[config.mk]
export PLATFORM = sky130hd
export DESIGN_NAME = decode_issue
export DESIGN_NICKNAME = d
export VERILOG_FILES = /design/src/rtl/alu_pkg.sv /design/src/rtl/reg_file_8x8.sv /design/src/rtl/decode_issue.sv
export SDC_FILE = /design/constraint.sdc
export NUM_CORES = 1
export LEC_CHECK = 0
export CAP_MARGIN = 20
export CORE_MARGIN = 4
export CORE_UTILIZATION = 42
export CTS_BUF_LIST = sky130_fd_sc_hd__clkbuf_8
export CTS_CLUSTER_DIAMETER = 40
export CTS_CLUSTER_SIZE = 28
export DETAILED_ROUTE_END_ITERATION = 10
export GPL_TIMING_DRIVEN = 0
export PLACE_DENSITY_LB_ADDON = 0.12
export SLEW_MARGIN = 20
export SYNTH_ARGS = -nofsm -noshare
export SYNTH_HDL_FRONTEND = slang
export SYNTH_SLANG_ARGS = --single-unit
[constraint.sdc]
create_clock -name clk -period 3.32 [get_ports clk]
set_input_delay 0.664 -clock clk [delete_from_list [all_inputs] [get_ports clk]]
set_output_delay 0.664 -clock clk [all_outputs]
set_load 0.01 [all_outputs]
[src/rtl/alu_pkg.sv]
// alu_pkg
//   Definitions shared by the decode/issue stage and the 8-bit ALU.
//   - Datapath, register-file and instruction widths.
//   - 4-bit ALU opcode encodings, plus the decode-only OP_LDI and OP_NOP.
//   - Instruction field bit positions.
//   - ID/EX bundle layout and helpers that report which sources an opcode reads.
package alu_pkg;

    localparam int DATA_W  = 8;
    localparam int NREG    = 8;
    localparam int INSTR_W = 16;
    localparam int REG_AW  = 3;
    localparam int OPC_W   = 4;

    // Instruction field positions
    localparam int OPC_MSB = 15;
    localparam int OPC_LSB = 12;
    localparam int RD_MSB  = 11;
    localparam int RD_LSB  = 9;
    localparam int RS_MSB  = 8;
    localparam int RS_LSB  = 6;
    localparam int RT_MSB  = 5;
    localparam int RT_LSB  = 3;
    localparam int IMM_MSB = 7;
    localparam int IMM_LSB = 0;

    typedef enum logic [OPC_W-1:0] {
        OP_ADD = 4'h0,
        OP_SUB = 4'h1,
        OP_MUL = 4'h2,
        OP_DIV = 4'h3,
        OP_AND = 4'h4,
        OP_OR  = 4'h5,
        OP_NOT = 4'h6,
        OP_XOR = 4'h7,
        OP_SHR = 4'h8,
        OP_SHL = 4'h9,
        OP_ROL = 4'hA,
        OP_ROR = 4'hB,
        OP_GT  = 4'hC,
        OP_EQ  = 4'hD,
        OP_LDI = 4'hE,
        OP_NOP = 4'hF
    } opcode_e;

    typedef struct packed {
        logic [OPC_W-1:0]  alu_ctrl;
        logic [DATA_W-1:0] src_a;
        logic [DATA_W-1:0] src_b;
        logic [REG_AW-1:0] rd;
        logic              reg_write;
    } idex_t;

    // Every ALU opcode reads rs; LDI and NOP read no registers.
    function automatic logic uses_rs(input opcode_e op);
        return (op != OP_LDI) && (op != OP_NOP);
    endfunction

    // NOT is unary, so only the binary ALU opcodes read rt.
    function automatic logic uses_rt(input opcode_e op);
        return (op != OP_LDI) && (op != OP_NOP) && (op != OP_NOT);
    endfunction

endpackage

[src/rtl/reg_file_8x8.sv]
// reg_file_8x8
//   8 x 8-bit register file; R0 is hardwired to zero.
//   Ports:
//     clk, rst_n           clock, asynchronous active-low reset (clears all registers)
//     we, waddr, wdata     single write port; writes to R0 are dropped
//     raddr_a / rdata_a    read port A
//     raddr_b / rdata_b    read port B
//   A read of the address being written in the same cycle returns wdata
//   (write-through), so decode sees writeback data without waiting a cycle.
module reg_file_8x8
    import alu_pkg::*;
(
    input  logic              clk,
    input  logic              rst_n,
    input  logic              we,
    input  logic [REG_AW-1:0] waddr,
    input  logic [DATA_W-1:0] wdata,
    input  logic [REG_AW-1:0] raddr_a,
    output logic [DATA_W-1:0] rdata_a,
    input  logic [REG_AW-1:0] raddr_b,
    output logic [DATA_W-1:0] rdata_b
);

    logic [DATA_W-1:0] mem_q [NREG];
    logic [DATA_W-1:0] mem_d [NREG];

    always_comb begin
        mem_d = mem_q;
        if (we && (waddr != '0)) begin
            mem_d[waddr] = wdata;
        end
    end

    always_ff @(posedge clk or negedge rst_n) begin
        if (!rst_n) begin
            mem_q <= '{default: '0};
        end else begin
            mem_q <= mem_d;
        end
    end

    always_comb begin
        rdata_a = mem_q[raddr_a];
        if (we && (waddr == raddr_a)) begin
            rdata_a = wdata;
        end
        if (raddr_a == '0) begin
            rdata_a = '0;
        end
    end

    always_comb begin
        rdata_b = mem_q[raddr_b];
        if (we && (waddr == raddr_b)) begin
            rdata_b = wdata;
        end
        if (raddr_b == '0) begin
            rdata_b = '0;
        end
    end

endmodule

[src/rtl/decode_issue.sv]
// decode_issue
//   Decode/issue stage in front of the 8-bit ALU.
//   Ports:
//     clk, rst_n                    clock, asynchronous active-low reset
//     InstrValid/InstrReady/Instr   instruction input handshake (16-bit word)
//     Flush                         squash the ID/EX entry, block acceptance this cycle
//     ExValid/ExReady               ID/EX output handshake
//     SrcA, SrcB, ALUControl,
//     Rd, RegWrite                  registered ID/EX bundle
//     WbEn, WbAddr, WbData          writeback port into the register file
//   A pending-write scoreboard stalls any instruction whose source register
//   has an outstanding write, unless that write lands in the same cycle, in
//   which case the operand is bypassed from WbData.
module decode_issue
    import alu_pkg::*;
#(
    parameter int DATA_W  = 8,
    parameter int NREG    = 8,
    parameter int INSTR_W = 16
) (
    input  logic                    clk,
    input  logic                    rst_n,
    input  logic                    InstrValid,
    output logic                    InstrReady,
    input  logic [INSTR_W-1:0]      Instr,
    input  logic                    Flush,
    input  logic                    ExReady,
    output logic                    ExValid,
    output logic [DATA_W-1:0]       SrcA,
    output logic [DATA_W-1:0]       SrcB,
    output logic [3:0]              ALUControl,
    output logic [$clog2(NREG)-1:0] Rd,
    output logic                    RegWrite,
    input  logic                    WbEn,
    input  logic [$clog2(NREG)-1:0] WbAddr,
    input  logic [DATA_W-1:0]       WbData
);

    opcode_e           op;
    logic [REG_AW-1:0] rd_f;
    logic [REG_AW-1:0] rs_f;
    logic [REG_AW-1:0] rt_f;
    logic [DATA_W-1:0] imm_f;
    logic [DATA_W-1:0] rdata_a;
    logic [DATA_W-1:0] rdata_b;

    logic              hazard;
    logic              accept;
    idex_t             dec;

    logic              ex_valid_q, ex_valid_d;
    idex_t             idex_q, idex_d;
    logic [NREG-1:0]   pending_q, pending_d;

    assign op    = opcode_e'(Instr[OPC_MSB:OPC_LSB]);
    assign rd_f  = Instr[RD_MSB:RD_LSB];
    assign rs_f  = Instr[RS_MSB:RS_LSB];
    assign rt_f  = Instr[RT_MSB:RT_LSB];
    assign imm_f = Instr[IMM_MSB:IMM_LSB];

    reg_file_8x8 u_rf (
        .clk     (clk),
        .rst_n   (rst_n),
        .we      (WbEn),
        .waddr   (WbAddr),
        .wdata   (WbData),
        .raddr_a (rs_f),
        .rdata_a (rdata_a),
        .raddr_b (rt_f),
        .rdata_b (rdata_b)
    );

    // A pending source is only a hazard if its writeback is not arriving
    // this cycle; when it is, the register file forwards WbData.
    always_comb begin
        hazard = 1'b0;
        if (uses_rs(op) && pending_q[rs_f] && !(WbEn && (WbAddr == rs_f))) begin
            hazard = 1'b1;
        end
        if (uses_rt(op) && pending_q[rt_f] && !(WbEn && (WbAddr == rt_f))) begin
            hazard = 1'b1;
        end
    end

    // Deliberately independent of InstrValid.
    assign InstrReady = !Flush && !hazard && (!ex_valid_q || ExReady);
    assign accept     = InstrValid && InstrReady;

    always_comb begin
        dec = '0;
        unique case (op)
            OP_LDI: begin
                dec.alu_ctrl  = OP_OR;
                dec.src_a     = '0;
                dec.src_b     = imm_f;
                dec.rd        = rd_f;
                dec.reg_write = 1'b1;
            end
            OP_NOP: begin
                dec = '0;
            end
            default: begin
                dec.alu_ctrl  = Instr[OPC_MSB:OPC_LSB];
                dec.src_a     = rdata_a;
                dec.src_b     = rdata_b;
                dec.rd        = rd_f;
                dec.reg_write = 1'b1;
            end
        endcase
    end

    always_comb begin
        ex_valid_d = ex_valid_q;
        idex_d     = idex_q;
        if (accept) begin
            ex_valid_d = 1'b1;
            idex_d     = dec;
        end else if (Flush || ExReady) begin
            ex_valid_d = 1'b0;
        end
    end

    // Priority: writeback clear, then squash clear, then issue set, so a set
    // and clear of the same register in one cycle leaves it pending.
    always_comb begin
        pending_d = pending_q;
        if (WbEn) begin
            pending_d[WbAddr] = 1'b0;
        end
        if (Flush && ex_valid_q && !ExReady && idex_q.reg_write) begin
            pending_d[idex_q.rd] = 1'b0;
        end
        if (accept && dec.reg_write && (dec.rd != '0)) begin
            pending_d[dec.rd] = 1'b1;
        end
        pending_d[0] = 1'b0;
    end

    always_ff @(posedge clk or negedge rst_n) begin
        if (!rst_n) begin
            ex_valid_q <= 1'b0;
            idex_q     <= '0;
            pending_q  <= '0;
        end else begin
            ex_valid_q <= ex_valid_d;
            idex_q     <= idex_d;
            pending_q  <= pending_d;
        end
    end

    assign ExValid    = ex_valid_q;
    assign SrcA       = idex_q.src_a;
    assign SrcB       = idex_q.src_b;
    assign ALUControl = idex_q.alu_ctrl;
    assign Rd         = idex_q.rd;
    assign RegWrite   = idex_q.reg_write;

endmodule

**Yosys cells after proc, flatten, opt, wreduce, memory -nomap -nowiden**

Cells that the tools add are included.

- Flip-flop bits (word level): 96
- Input port bits: 33
- Output and inout bits: 26

- $lt $le $gt $ge: 12
- Equal/unequal tests: 7
- Muxes and demuxes: 31
- Bitwise operators: 8
- Reduce and logical (&&, ||, !) cells: 34

Operators with widths:

| operator | count |
|---|---|
| $mux W8 | 12 |
| $bwmux W64 | 1 |
| $bmux W8 S3 | 2 |
| $pmux W24 S2 | 1 |
| $demux W8 S3 | 1 |
| $logic_and A1 B1 Y1 | 21 |
| $lt A3 B4 Y1 const B | 5 |
| $and A8 B8 Y8 | 2 |
| $not A8 Y8 | 2 |
| $ge A4 B4 Y1 const B | 3 |
| $not A3 Y4 | 3 |
| $demux W1 S3 | 3 |
| $ge A3 B1 Y1 const B | 3 |
| $mux W1 | 9 |
| $eq A4 B4 Y1 const B | 2 |
| $ne A4 B4 Y1 const B | 2 |
| $or A8 B8 Y8 | 1 |
| $bmux W1 S3 | 2 |
| $eq A3 B3 Y1 | 2 |
| $logic_not A1 Y1 | 6 |
| $logic_not A3 Y1 | 2 |
| $reduce_bool A3 Y1 | 2 |
| $lt A4 B1 Y1 const B | 1 |
| $ne A4 B3 Y1 const B | 1 |
| other kinds (2) | 3 |

**Longest topological paths before layout**

Gate-level depths: netlist of the first run.

- Depth after elaboration: 13
- Gate-level depth with buffers: 8
- Mapped depth without buffers: 5

**Hierarchy**

Synthesis of the first run repeated with hierarchy kept, for this count alone.

- Cell total of the unflattened synthesis: 417
- Area total of the unflattened synthesis: 5477.8 um2

By module, submodules not included:

| module | times used | cells an instance | area an instance (um2) | sequential area each (um2) |
|---|---|---|---|---|
| reg_file_8x8 | 1 | 244 | 3717.3 | 1601.5 |
| decode_issue | 1 | 173 | 1760.4 | 800.8 |

**Worst setup path before layout of the first run**

No wires, ideal clock.

- Path kind: input -> output
- Start: input Instr[6]
- End: output InstrReady
- Arrival: 2044 ps
- Required time: 2656 ps
- Path slack: 612 ps
- Cell stages on the path: 6
- Path buffers: 1
- Cells stage by stage: buf_6 mux2_4 a221o_1 nand3_1 nand2_1 a211oi_1

- Cells in the longest elaborated chain, start to end: 9

RTL lines:

| item | line | text |
|---|---|---|
| start: declaration | decode_issue.sv:25 | `input logic [INSTR_W-1:0] Instr,` |
| $bmux W1 S3 or $eq A3 B3 Y1 (tied branches) | decode_issue.sv:77 | `if (uses_rs(op) && pending_q[rs_f] && !(WbEn && (WbAddr == rs_f))) begin` |
| $mux W1 (implied by the code) or $logic_and A1 B1 Y1 (tied branches) | decode_issue.sv:77 |  |
| $logic_and A1 B1 Y1 or $logic_not A1 Y1 (tied branches) | decode_issue.sv:77 |  |
| $logic_and A1 B1 Y1 * | decode_issue.sv:77 |  |
| $mux W1 * | decode_issue.sv:77 |  |
| $mux W1 * | decode_issue.sv:80 | `if (uses_rt(op) && pending_q[rt_f] && !(WbEn && (WbAddr == rt_f))) begin` |
| $logic_not A1 Y1 * | decode_issue.sv:86 | `assign InstrReady = !Flush && !hazard && (!ex_valid_q \|\| ExReady);` |
| $logic_and A1 B1 Y1 * (2 in a row) | decode_issue.sv:86 |  |
| end: declaration | decode_issue.sv:24 | `output logic InstrReady,` |

Every way passes the cells marked *; elsewhere a longest branch is shown, timed or not. The select of a mux whose other input is x is not followed.

**Worst setup path in the final report of the first run**

- Start: input Instr[8]
- End: output InstrReady

Same word-level chain as after synthesis.

==> impl_summary.log, run 1 <==
INFO  metric drt-vias-per-instance = 5.738
INFO  metric globalRouteOverflowTotal = 0
INFO  metric yosys_register_bits = 96
INFO  metric setup_viol_count_final = 0
INFO  metric seq_area_frac_synth = 0.4513
INFO  metric worst-endpoint-arrival = 2.55 ns
INFO  metric cts-root-to-sink-buffers = 2
INFO  metric drt-wirelength-per-cell = 21.79 um
INFO  metric postSynthCellCount = between 400 and 500
INFO  metric tritoncts = built
INFO  metric synth-warning-count = 0
INFO  metric initial_utilization = 0.4359
INFO  metric std_cell_rows = 40
INFO  metric boundaryPins = 59
INFO  metric filler_cell_count = 1124
INFO  metric period_needed = 3.214 ns
INFO  metric finalInstanceArea = between 6000 and 7000 um2
INFO  metric ant_nets = 0
INFO  metric start_kind = input pin
INFO  metric setup.worst_path.class = input pin to primary output
INFO  metric area.growth.synth_to_final = 18.05%
INFO  metric grt_start_max_net_pins = 57
INFO  metric slew_headroom = 0.2761
INFO  metric core_area = 12210 um2
INFO  metric total_cts_buffers = 9
INFO  metric design.final.nets = a little over 500
INFO  metric drtIter0Drc = 184
INFO  metric p_leak = ~2.6 nW
INFO  metric die-area = 14540 um2
INFO  metric sw_frac_of_total = 0.2994
INFO  metric num_vias = 3701
INFO  metric port_buffers = 52
INFO  metric irDropWorstVdd = 0.0002874 V
INFO  metric groute.usage.overall = 0.2045
INFO  metric worst_hold_path_type = input pin to async pin
INFO  metric clock-skew-final = between 0.007 and 0.008 ns
INFO  metric antenna_cells_inserted = 0
INFO  metric detailed_place.area = 6087 um2
INFO  metric synth_cell_types = 48
INFO  metric clockRootBuffer = clkbuf_8
INFO  metric die_span_x = 120.6 um
INFO  metric final-seq-area = 2402 um2
INFO  metric drt_drc_violations_left = 0
INFO  metric clock_tree.htree_level_count = 3
INFO  metric drt_first_pass_iters = 4
INFO  metric timing.final.crit_share = 0.9680
INFO  metric dp.cells = 628
INFO  metric total_number_of_clock_tree_sinks = between 90 and 100
INFO  metric internal-power = 2.405 mW
INFO  metric worstPathRequired = roughly 2.7 ns
INFO  metric max_freq = 311.1 MHz
INFO  metric hpwlAfterDp = 9584 um
INFO  metric routed_wirelength = ~14000 um
INFO  metric result_of_the_run = completed
INFO  metric rsz0062_at_grt = false
INFO  metric multi_input_area = approximately 2800 um2
INFO  metric max_fanout_on_critical_path = 10
INFO  metric cts_hold_repair.buffers = 0
INFO  metric grt_pass1_vias = 3790
INFO  metric post-route-worst-setup-slack = 0.1061 ns
INFO  metric commonest_cells_in_the_synthesized_netlist = dfrtp_1, mux2_2, mux4_2
INFO  metric yosysTopAreaCellShare = 0.4513
INFO  metric post_synth_main_area_contributors = dfrtp_1, mux4_2, mux2_2, mux2i_1, mux2_1
INFO  metric post-synth-top-count-cell = dfrtp_1
INFO  metric die_y = 120.6 um
INFO  metric clk-insertion-delay-late = between 0.3 and 0.4 ns
INFO  metric synth_edf_count = 0
INFO  metric switching_power = between 1 and 1.5 mW
INFO  metric syn_avg_cell_area = ~13 um2
INFO  metric layoutNonFillerInstCount = about 650
INFO  metric power.share.clock = 0.195
INFO  metric drv.max_cap_violation_count = 0
INFO  metric slew_viol_final = 0
INFO  metric worstSetupEndpointType = primary output
INFO  metric number_of_antenna_violations_at_the_first_check_in_global_routing = 0
INFO  metric cellPowerDensity = 546.3 nW/um2
INFO  metric synth_top_cell_by_area = dfrtp_1
INFO  metric worst_setup_hold_path_clk_slew = 0.09 ns
INFO  metric place_worst_setup_slack = -0.6758 ns
INFO  metric netlist_area_before_placement = 5323 um2
INFO  metric gpl.final_weighted_congestion = ~0.84
INFO  metric synth-main-ff-cell = dfrtp_1
INFO  metric first_pass_grt_wire_length = 22360 um
INFO  metric comb_power_share = 0.326
INFO  metric post_synthesis_net_count = 440
INFO  metric share_seq_of_total_power = 0.479
INFO  metric synth-async-reset-ratio = 1.000
INFO  metric drive_gt1_frac = 0.2914
INFO  metric hold_viol_final = 0
INFO  metric worst-slew-pin-transition = 1.080 ns
[path summary, 6_finish.rpt]
check | from | endpoint | slack (ns) | cells after the start
hold reg to reg | u_rf.mem_q[63] | u_rf.mem_q[63] | 0.48 | 1
min in group clk | u_rf.mem_q[63] | u_rf.mem_q[63] | 0.48 | 1
setup reg to reg | pending_q[3] | ALUControl[2] | 1.18 | 7
setup / recovery | Instr[8] | InstrReady | 0.11 | 8
hold / removal | rst_n | SrcA[2] | 0.18 | 1
max in group asynchronous | rst_n | u_rf.mem_q[0] | 2.51 | 2
[metrics by stage]
stage	hold WS [ns]	TNS (ns)	utilization	power, mW
CTS	0.1935	0	0.5138	3.467
global route	0.1963	0	0.5145	3.637
floorplan	0.3684	0	-	2.279
detailed placement	0.4681	-0.6758	0.4985	2.787
finish	0.1793	0	0.5145	3.433
global placement	0.4545	-205.98	0.4957	2.746
[cell families (layout without fill, tap and decap cells)]
logic type / Yosys count / count (layout) / share of synthesized area
xor+xnor: 7 / 7 / 0.01152
flops: 96 / 96 / 0.4513
compound gates: 55 / 55 / 0.07475
mux: 131 / 131 / 0.3404
simple gates: 81 / 81 / 0.08768
buf+inv: 37 / 107 / 0.03432
[sequential cells by signal, summed over array words and instances, names as in the netlist]
signal      cells
RegWrite        1
ExValid         1
u_rf.mem_q     64
SrcB            8
SrcA            8
pending_q       7
Rd              3
ALUControl      4
[worst max-delay path, cell delays in order]
cell and delay, ns:
clkdlybuf4s50_1 0.64, buf_6 0.25, nand2_1 0.07, a2bb2oi_1 0.16, nand3_1 0.12, nand2_2 0.14
a211oi_2 0.25, clkdlybuf4s15_2 0.25
[power groups by stage]
| stage | logic [mW] | registers (mW) | clock network (mW) |
|---|---|---|---|
| global route | 1.21 | 1.69 | 0.738 |
| CTS | 1.13 | 1.64 | 0.694 |
| finish | 1.12 | 1.65 | 0.668 |
| detailed placement | 1.12 | 1.67 | 0 |
| global placement | 1.09 | 1.65 | 0 |
| floorplan | 0.607 | 1.67 | 0 |
[layer usage]
metal / vias to the layer above / wire length, um / global-route usage
met3: 9 / 908 / 0.05426
met4: 0 / 84 / 0.04674
met5: - / 0 / 0
met2: 105 / 6390 / 0.3084
met1: 1906 / 6669 / 0.2972
li1: 1681 / - / -
[cell type report]
class / instances / share of cell area
tap: 168 / 0.03345
clock buffer: 10 / 0.02190
inverter: 6 / 0.003584
multi-input combinational: 274 / 0.4377
buffer: 31 / 0.02688
sequential: 96 / 0.3823
timing repair buffer: 56 / 0.09160
clock inverter: 4 / 0.002589
[placed cells by master (no fill, tap or decap), types with 11 or more instances in the layout]
master and count:
nand2_1 19, mux4_2 32, mux2i_1 22, nor2_1 11, mux2_1 14, o21ai_0 20
clkdlybuf4s50_1 49, mux2_2 62, dfrtp_1 96, clkbuf_1 14
[timing repair]
action,CTS,global route
gates cloned,0,0
resized for setup,7,3
endpoints found under the setup margin,1,1
buffers inserted,3,0
endpoints found under the hold margin,0,0
pin swaps,0,0
Note: power is estimated with default switching activity, not from simulation.
==> run 2, diff against run 1 <==
- CAP_MARGIN: 20 -> default
- clock period: 3.32 -> 3.7 ns (I/O delays scaled with it)
==> impl_summary.log, run 2 (same netlist as run 1, synthesis figures left out) <==
INFO  metric num_vias = 3695 (-0.16%)
INFO  metric reg2reg_depth = 7 (unchanged)
INFO  metric worst_hold_path_type = input pin to async pin
INFO  metric antenna_cells_inserted = 0 (unchanged)
INFO  metric worst_setup_hold_path_clk_slew = 0.09 ns (about the same)
INFO  metric grt_pass1_vias = 3788 (-0.053%)
INFO  metric p_leak = 2.601 nW (-0.31%)
INFO  metric result_of_the_run = completed
INFO  metric number_of_antenna_violations_at_the_first_check_in_global_routing = 0 (unchanged)
INFO  metric drt-vias-per-instance = 5.729 (-0.16%)
INFO  metric rsz0062_at_grt = false
INFO  metric start_kind = input pin
INFO  metric drt_first_pass_iters = 4 (unchanged)
INFO  metric first_pass_grt_wire_length = 22360 um (unchanged)
INFO  metric worst-slew-pin-transition = 1.131 ns (+0.05056 ns)
INFO  metric tritoncts = built
INFO  metric initial_utilization = 0.4359 (unchanged)
INFO  metric timing.setup.tns = 0 ns (unchanged)
INFO  metric comb_power_share = 0.326 (about the same)
INFO  metric port_buffers = 52 (unchanged)
INFO  metric total_cts_buffers = 9 (unchanged)
INFO  metric finalInstanceArea = 6270 um2 (-0.22%)
INFO  metric most-common-layout-cells = dfrtp_1, mux2_2, clkdlybuf4s50_1
INFO  metric worstSetupEndpointType = primary output
INFO  metric timing.final.crit_share = 0.9656
INFO  metric die_span_x = 120.6 um (unchanged)
INFO  metric setup.worst_path.class = input pin to primary output
INFO  metric power.share.clock = 0.195 (about the same)
INFO  metric finalHoldWorstSlack = 0.2578 ns (+0.07849 ns)
INFO  metric mostFrequentLayoutCell = dfrtp_1
INFO  metric largest_reg_by_ff_count = u_rf.mem_q
INFO  metric std_cell_rows = 40 (unchanged)
INFO  metric boundaryPins = 59 (unchanged)
INFO  metric drt_drc_violations_left = 0 (unchanged)
INFO  metric clk-insertion-delay-late = 0.38 ns (about the same)
INFO  metric crit_path_start = Instr[8]
INFO  metric drv.max_cap_violation_count = 0 (unchanged)
INFO  metric die_y = 120.6 um (unchanged)
INFO  metric grt_start_max_net_pins = 57 (unchanged)
INFO  metric clock_tree.htree_level_count = 3 (unchanged)
INFO  metric area.growth.synth_to_final = 17.79%
INFO  metric total_number_of_clock_tree_sinks = 96 (unchanged)
INFO  metric largest_register_ffs = 64 (unchanged)
INFO  metric worstPathRequired = 2.96 ns (+0.30 ns)
INFO  metric drive_gt1_frac = 0.2872 (-0.004193)
INFO  metric worst-endpoint-arrival = 2.83 ns (+0.28 ns)
INFO  metric design.final.nets = 507 (unchanged)
INFO  metric clock-skew-final = 0.008201 ns (+0.0002818 ns)
INFO  metric period_needed = 3.573 ns
INFO  metric detailed_place.area = 6087 um2 (unchanged)
INFO  metric drtIter0Drc = 195 (+6.0%)
INFO  metric cts_hold_repair.buffers = 0 (unchanged)
INFO  metric switching_power = 0.9241 mW (-10%)
INFO  metric clockRootBuffer = clkbuf_8
INFO  metric ant_nets = 0 (unchanged)
INFO  metric worstReg2RegStart = pending_q[3]
INFO  metric cts-root-to-sink-buffers = 2 (unchanged)
INFO  metric groute.usage.overall = 0.2045 (unchanged)
INFO  metric share_seq_of_total_power = 0.479 (about the same)
INFO  metric globalRouteOverflowTotal = 0 (unchanged)
INFO  metric internal-power = 2.157 mW (-10%)
INFO  metric routed_wirelength = 14090 um (+0.25%)
INFO  metric slew_headroom = 0.2422 (-0.03389)
INFO  metric setup_viol_count_final = 0 (unchanged)
INFO  metric core_area = 12210 um2 (unchanged)
INFO  metric max_freq = ~280 MHz
INFO  metric drt-wirelength-per-cell = 21.84 um (+0.25%)
INFO  metric cellPowerDensity = 491.4 nW/um2 (-10%)
INFO  metric hpwlAfterDp = 9584 um (unchanged)
INFO  metric die-area = 14540 um2 (unchanged)
INFO  metric irDropWorstVdd = 0.0002591 V (-9.9%)
INFO  metric final_core_utilization = 0.5134 (-0.001127)
INFO  metric slew_viol_final = 0 (unchanged)
INFO  metric max_fanout_on_critical_path = 10 (unchanged)
INFO  metric sw_frac_of_total = 0.3000 (+0.0005528)
INFO  metric hold_viol_final = 0 (unchanged)
INFO  metric gpl.final_weighted_congestion = 0.8434 (unchanged)
[run 2: area by class of cell]
class | count | area, um2
Clock buffer | 10 | 137.6
Sequential cell | 96 | 2402
Multi-Input combinational cell | 274 | 2750
Timing Repair Buffer | 56 | 570.5
Tap cell | 168 | 210.2
Inverter | 6 | 22.52
Fill cell | 1125 | 5942
Clock inverter | 4 | 16.27
Buffer | 31 | 160.2
[run 2: worst paths after layout]
kind / slack (ns) / endpoint
worst min register to register: 0.48 / u_rf.mem_q[63]
worst max register to register: 1.50 / ALUControl[2]
worst min-delay path: 0.26 / SrcA[2]
max in group asynchronous: 2.81 / u_rf.mem_q[0]
worst max-delay path: 0.13 / InstrReady
min in group clk: 0.48 / u_rf.mem_q[63]
[run 2: power by group through the flow]
| stage | clock, mW | combinational [mW] | sequential [mW] |
|---|---|---|---|
| 2_1_floorplan | 0 | 0.545 | 1.50 |
| 3_3_place_gp | 0 | 0.981 | 1.48 |
| 3_5_place_dp | 0 | 1.00 | 1.50 |
| 4_1_cts | 0.623 | 1.01 | 1.48 |
| 5_1_grt | 0.662 | 1.09 | 1.51 |
| 6_report | 0.601 | 1.00 | 1.48 |
[run 2: timing repair]
item	CTS	global route
setup endpoints to repair	1	1
resized for setup	2	1
setup buffers	2	1
[run 2: worst max-delay path, stage by stage]
cell,delay (ns)
clkdlybuf4s50_1,0.60
buf_2,0.42
nand2_1,0.09
a2bb2oi_1,0.17
nand3_1,0.15
nand2_4,0.10
a211oi_1,0.26
dlygate4sd2_1,0.31
[run 2: metal layers]
metal,share of wire,routed length (um),vias up,global-route usage
li1,-,-,1686,-
met3,0.059,826,14,0.05426
met4,0.011,154,0,0.04674
met2,0.45,6374,97,0.3084
met1,0.48,6733,1898,0.2972
met5,0,0,-,0
[run 2: through the flow]
step | instances | power, mW | setup slack [ns]
global route | 645 | 3.262 | 0.05311
floorplan | 407 | 2.045 | 0.8404
CTS | 644 | 3.106 | 0.06955
detailed placement | 628 | 2.501 | -0.4478
finish | 645 | 3.081 | 0.1272
global placement | 627 | 2.464 | -1.834
==> run 3, diff against run 2 <==
- CORE_MARGIN: 4 -> 3
- PLACE_DENSITY_LB_ADDON: 0.12 -> default
- clock period: 3.7 -> 3.56 ns (I/O delays scaled with it)
==> impl_summary.log, run 3 (same netlist as run 1, synthesis figures left out) <==
INFO  metric power.share.clock = 0.217 (+0.022)
INFO  metric core_area = 12210 um2 (unchanged)
INFO  metric detailed_place.area = 6087 um2 (unchanged)
INFO  metric worst-endpoint-arrival = 2.77 ns (-0.06 ns)
INFO  metric result_of_the_run = completed
INFO  metric mostFrequentLayoutCell = dfrtp_1
INFO  metric groute.usage.overall = 0.2053 (+0.0007773)
INFO  metric clock_tree.htree_level_count = 3 (unchanged)
INFO  metric p_leak = 2.607 nW (+0.25%)
INFO  metric cellPowerDensity = 520.5 nW/um2 (+5.9%)
INFO  metric largest_register_ffs = 64 (unchanged)
INFO  metric routed_wirelength = 14140 um (+0.40%)
INFO  metric grt_pass1_vias = 3760 (-0.74%)
INFO  metric setup.worst_path.class = input pin to primary output
INFO  metric hpwlAfterDp = 9122 um (-4.8%)
INFO  metric worstPathRequired = 2.85 ns (-0.11 ns)
INFO  metric filler_cell_count = 1125 (unchanged)
INFO  metric number_of_antenna_violations_at_the_first_check_in_global_routing = 0 (unchanged)
INFO  metric comb_power_share = 0.314 (-0.012)
INFO  metric drt-wirelength-per-cell = 21.86 um (about the same)
INFO  metric worst_hold_path_type = input pin to async pin
INFO  metric sw_frac_of_total = 0.2985 (-0.001491)
INFO  metric drv.max_cap_violation_count = 0 (unchanged)
INFO  metric worst-slew-pin-transition = 1.091 ns (-0.03924 ns)
INFO  metric clk-insertion-delay-late = 0.38 ns (about the same)
INFO  metric start_kind = input pin
INFO  metric globalRouteOverflowTotal = 0 (unchanged)
INFO  metric irDropWorstVdd = 0.0003019 V (+17%)
INFO  metric drive_gt1_frac = 0.2985 (+0.01133)
INFO  metric initial_utilization = 0.4359 (unchanged)
INFO  metric std_cell_rows = 40 (unchanged)
INFO  metric total_number_of_clock_tree_sinks = 96 (unchanged)
INFO  metric tritoncts = built
INFO  metric antenna_cells_inserted = 0 (unchanged)
INFO  metric slew_headroom = 0.2685 (+0.02630)
INFO  metric most-common-layout-cells = dfrtp_1, mux2_2, clkdlybuf4s50_1
INFO  metric drt_drc_violations_left = 0 (unchanged)
INFO  metric worst_setup_hold_path_clk_slew = 0.09 ns (about the same)
INFO  metric setup_viol_count_final = 0 (unchanged)
INFO  metric timing.final.crit_share = 0.9779
INFO  metric drtIter0Drc = 267 (+37%)
INFO  metric worstSetupEndpointType = primary output
INFO  metric port_buffers = 52 (unchanged)
INFO  metric area.growth.synth_to_final = 18.45%
INFO  metric num_vias = 3784 (+2.4%)
INFO  metric largest_reg_by_ff_count = u_rf.mem_q
INFO  metric hold_viol_final = 0 (unchanged)
INFO  metric slew_viol_final = 0 (unchanged)
INFO  metric share_seq_of_total_power = 0.469 (-0.010)
INFO  metric die-area = 14060 um2 (-3.3%)
INFO  metric die_span_x = 118.6 um (-1.7%)
INFO  metric cts-root-to-sink-buffers = 2 (unchanged)
INFO  metric max_fanout_on_critical_path = 8 (-2)
INFO  metric internal-power = 2.302 mW (+6.8%)
INFO  metric period_needed = between 3 and 4 ns
INFO  metric report.power.total = 3.282 mW (+6.5%)
INFO  metric clockRootBuffer = clkbuf_8
INFO  metric first_pass_grt_wire_length = 21880 um (-2.2%)
INFO  metric clock-skew-final = 0.01129 ns (+0.003093 ns)
INFO  metric gpl.final_weighted_congestion = 0.8778 (+4.1%)
INFO  metric finalInstanceArea = 6305 um2 (+0.56%)
INFO  metric boundaryPins = 59 (unchanged)
INFO  metric drt-vias-per-instance = 5.849 (+2.1%)
INFO  metric max_freq = 287.2 MHz
INFO  metric drt_first_pass_iters = 5 (+1)
INFO  metric total_cts_buffers = 9 (unchanged)
INFO  metric switching_power = 0.9796 mW (+6.0%)
INFO  metric rsz0062_at_grt = false
INFO  metric ant_nets = 0 (unchanged)
INFO  metric die_y = 118.6 um (-1.7%)
INFO  metric grt_start_max_net_pins = 79 (+39%)
INFO  metric design.final.nets = 507 (unchanged)
## run 3: changes by cell type in the layout (fill, tap and decap cells not counted)
| cell | delta |
|---|---|
| a211oi_1 | -1 |
| a211oi_2 | +1 |
| nand2_4 | -1 |
| buf_4 | +1 |
| buf_2 | -1 |
| bufinv_16 | +1 |
| nand2_2 | +1 |
| clkinvlp_4 | +1 |
| clkbuf_8 | -1 |
| clkinv_2 | +4 |
| inv_1 | -3 |
## run 3: layout make-up
| cell class | instances | area (um2) | share of cell area |
|---|---|---|---|
| clock inverter | 7 | 62.56 | 0.009923 |
| buffer | 31 | 162.7 | 0.02580 |
| timing repair buffer | 56 | 570.5 | 0.09049 |
| clock buffer | 9 | 123.9 | 0.01965 |
| multi-input combinational | 274 | 2750 | 0.4362 |
| tap | 168 | 210.2 | 0.03334 |
| sequential | 96 | 2402 | 0.3810 |
| inverter | 6 | 22.52 | 0.003572 |
## run 3: worst max-delay path, cell delays in order
cell             delay, ns
clkdlybuf4s50_1       0.57
mux2_1                0.34
a221o_1               0.30
nand4_1               0.14
nand2_2               0.16
a211oi_2              0.25
dlygate4sd2_1         0.29
## run 3: through the flow
step	setup TNS (ns)	util	hold WS [ns]	setup WS [ns]	std cells
detailed placement	-0.5179	0.4985	0.4648	-0.5179	628
global placement	-184.82	0.4957	0.4548	-1.927	627
finish	0	0.5163	0.1583	0.07850	647
global route	0	0.5163	0.1463	0.0004561	647
CTS	0	0.5159	0.1468	0.06662	647
floorplan	0	-	0.4164	0.7564	407
## run 3: final timing paths
| path | cells after the start | slack, ns | endpoint | from |
|---|---|---|---|---|
| worst max-delay path | 7 | 0.08 | InstrReady | Instr[4] |
| min in group clk | 1 | 0.49 | u_rf.mem_q[58] | u_rf.mem_q[58] |
| worst min-delay path | 1 | 0.16 | SrcB[2] | rst_n |
| max in group asynchronous | 2 | 2.77 | u_rf.mem_q[16] | rst_n |
| worst max register to register | 7 | 1.43 | SrcB[0] | pending_q[3] |
| worst min register to register | 1 | 0.49 | u_rf.mem_q[58] | u_rf.mem_q[58] |
## run 3: repair_timing
action / CTS / global route
setup endpoints to repair: 1 / 1
hold buffers: 0 / 0
resized for setup: 3 / 1
buffers inserted: 3 / 0
pin swaps: 2 / 0
## run 3: power groups by stage
| stage | clock network [mW] | registers, mW | logic (mW) |
|---|---|---|---|
| finish | 0.712 | 1.54 | 1.03 |
| CTS | 0.731 | 1.54 | 1.04 |
| global placement | 0 | 1.55 | 1.01 |
| detailed placement | 0 | 1.56 | 1.03 |
| floorplan | 0 | 1.56 | 0.566 |
| global route | 0.769 | 1.58 | 1.11 |
## run 3: layer usage
layer / vias up / global-route usage / wire (um)
met5: - / 0 / 0
met4: 0 / 0.05286 / 264
met3: 17 / 0.05167 / 828
met2: 128 / 0.3130 / 6506
met1: 1953 / 0.2948 / 6545
li1: 1686 / - / -
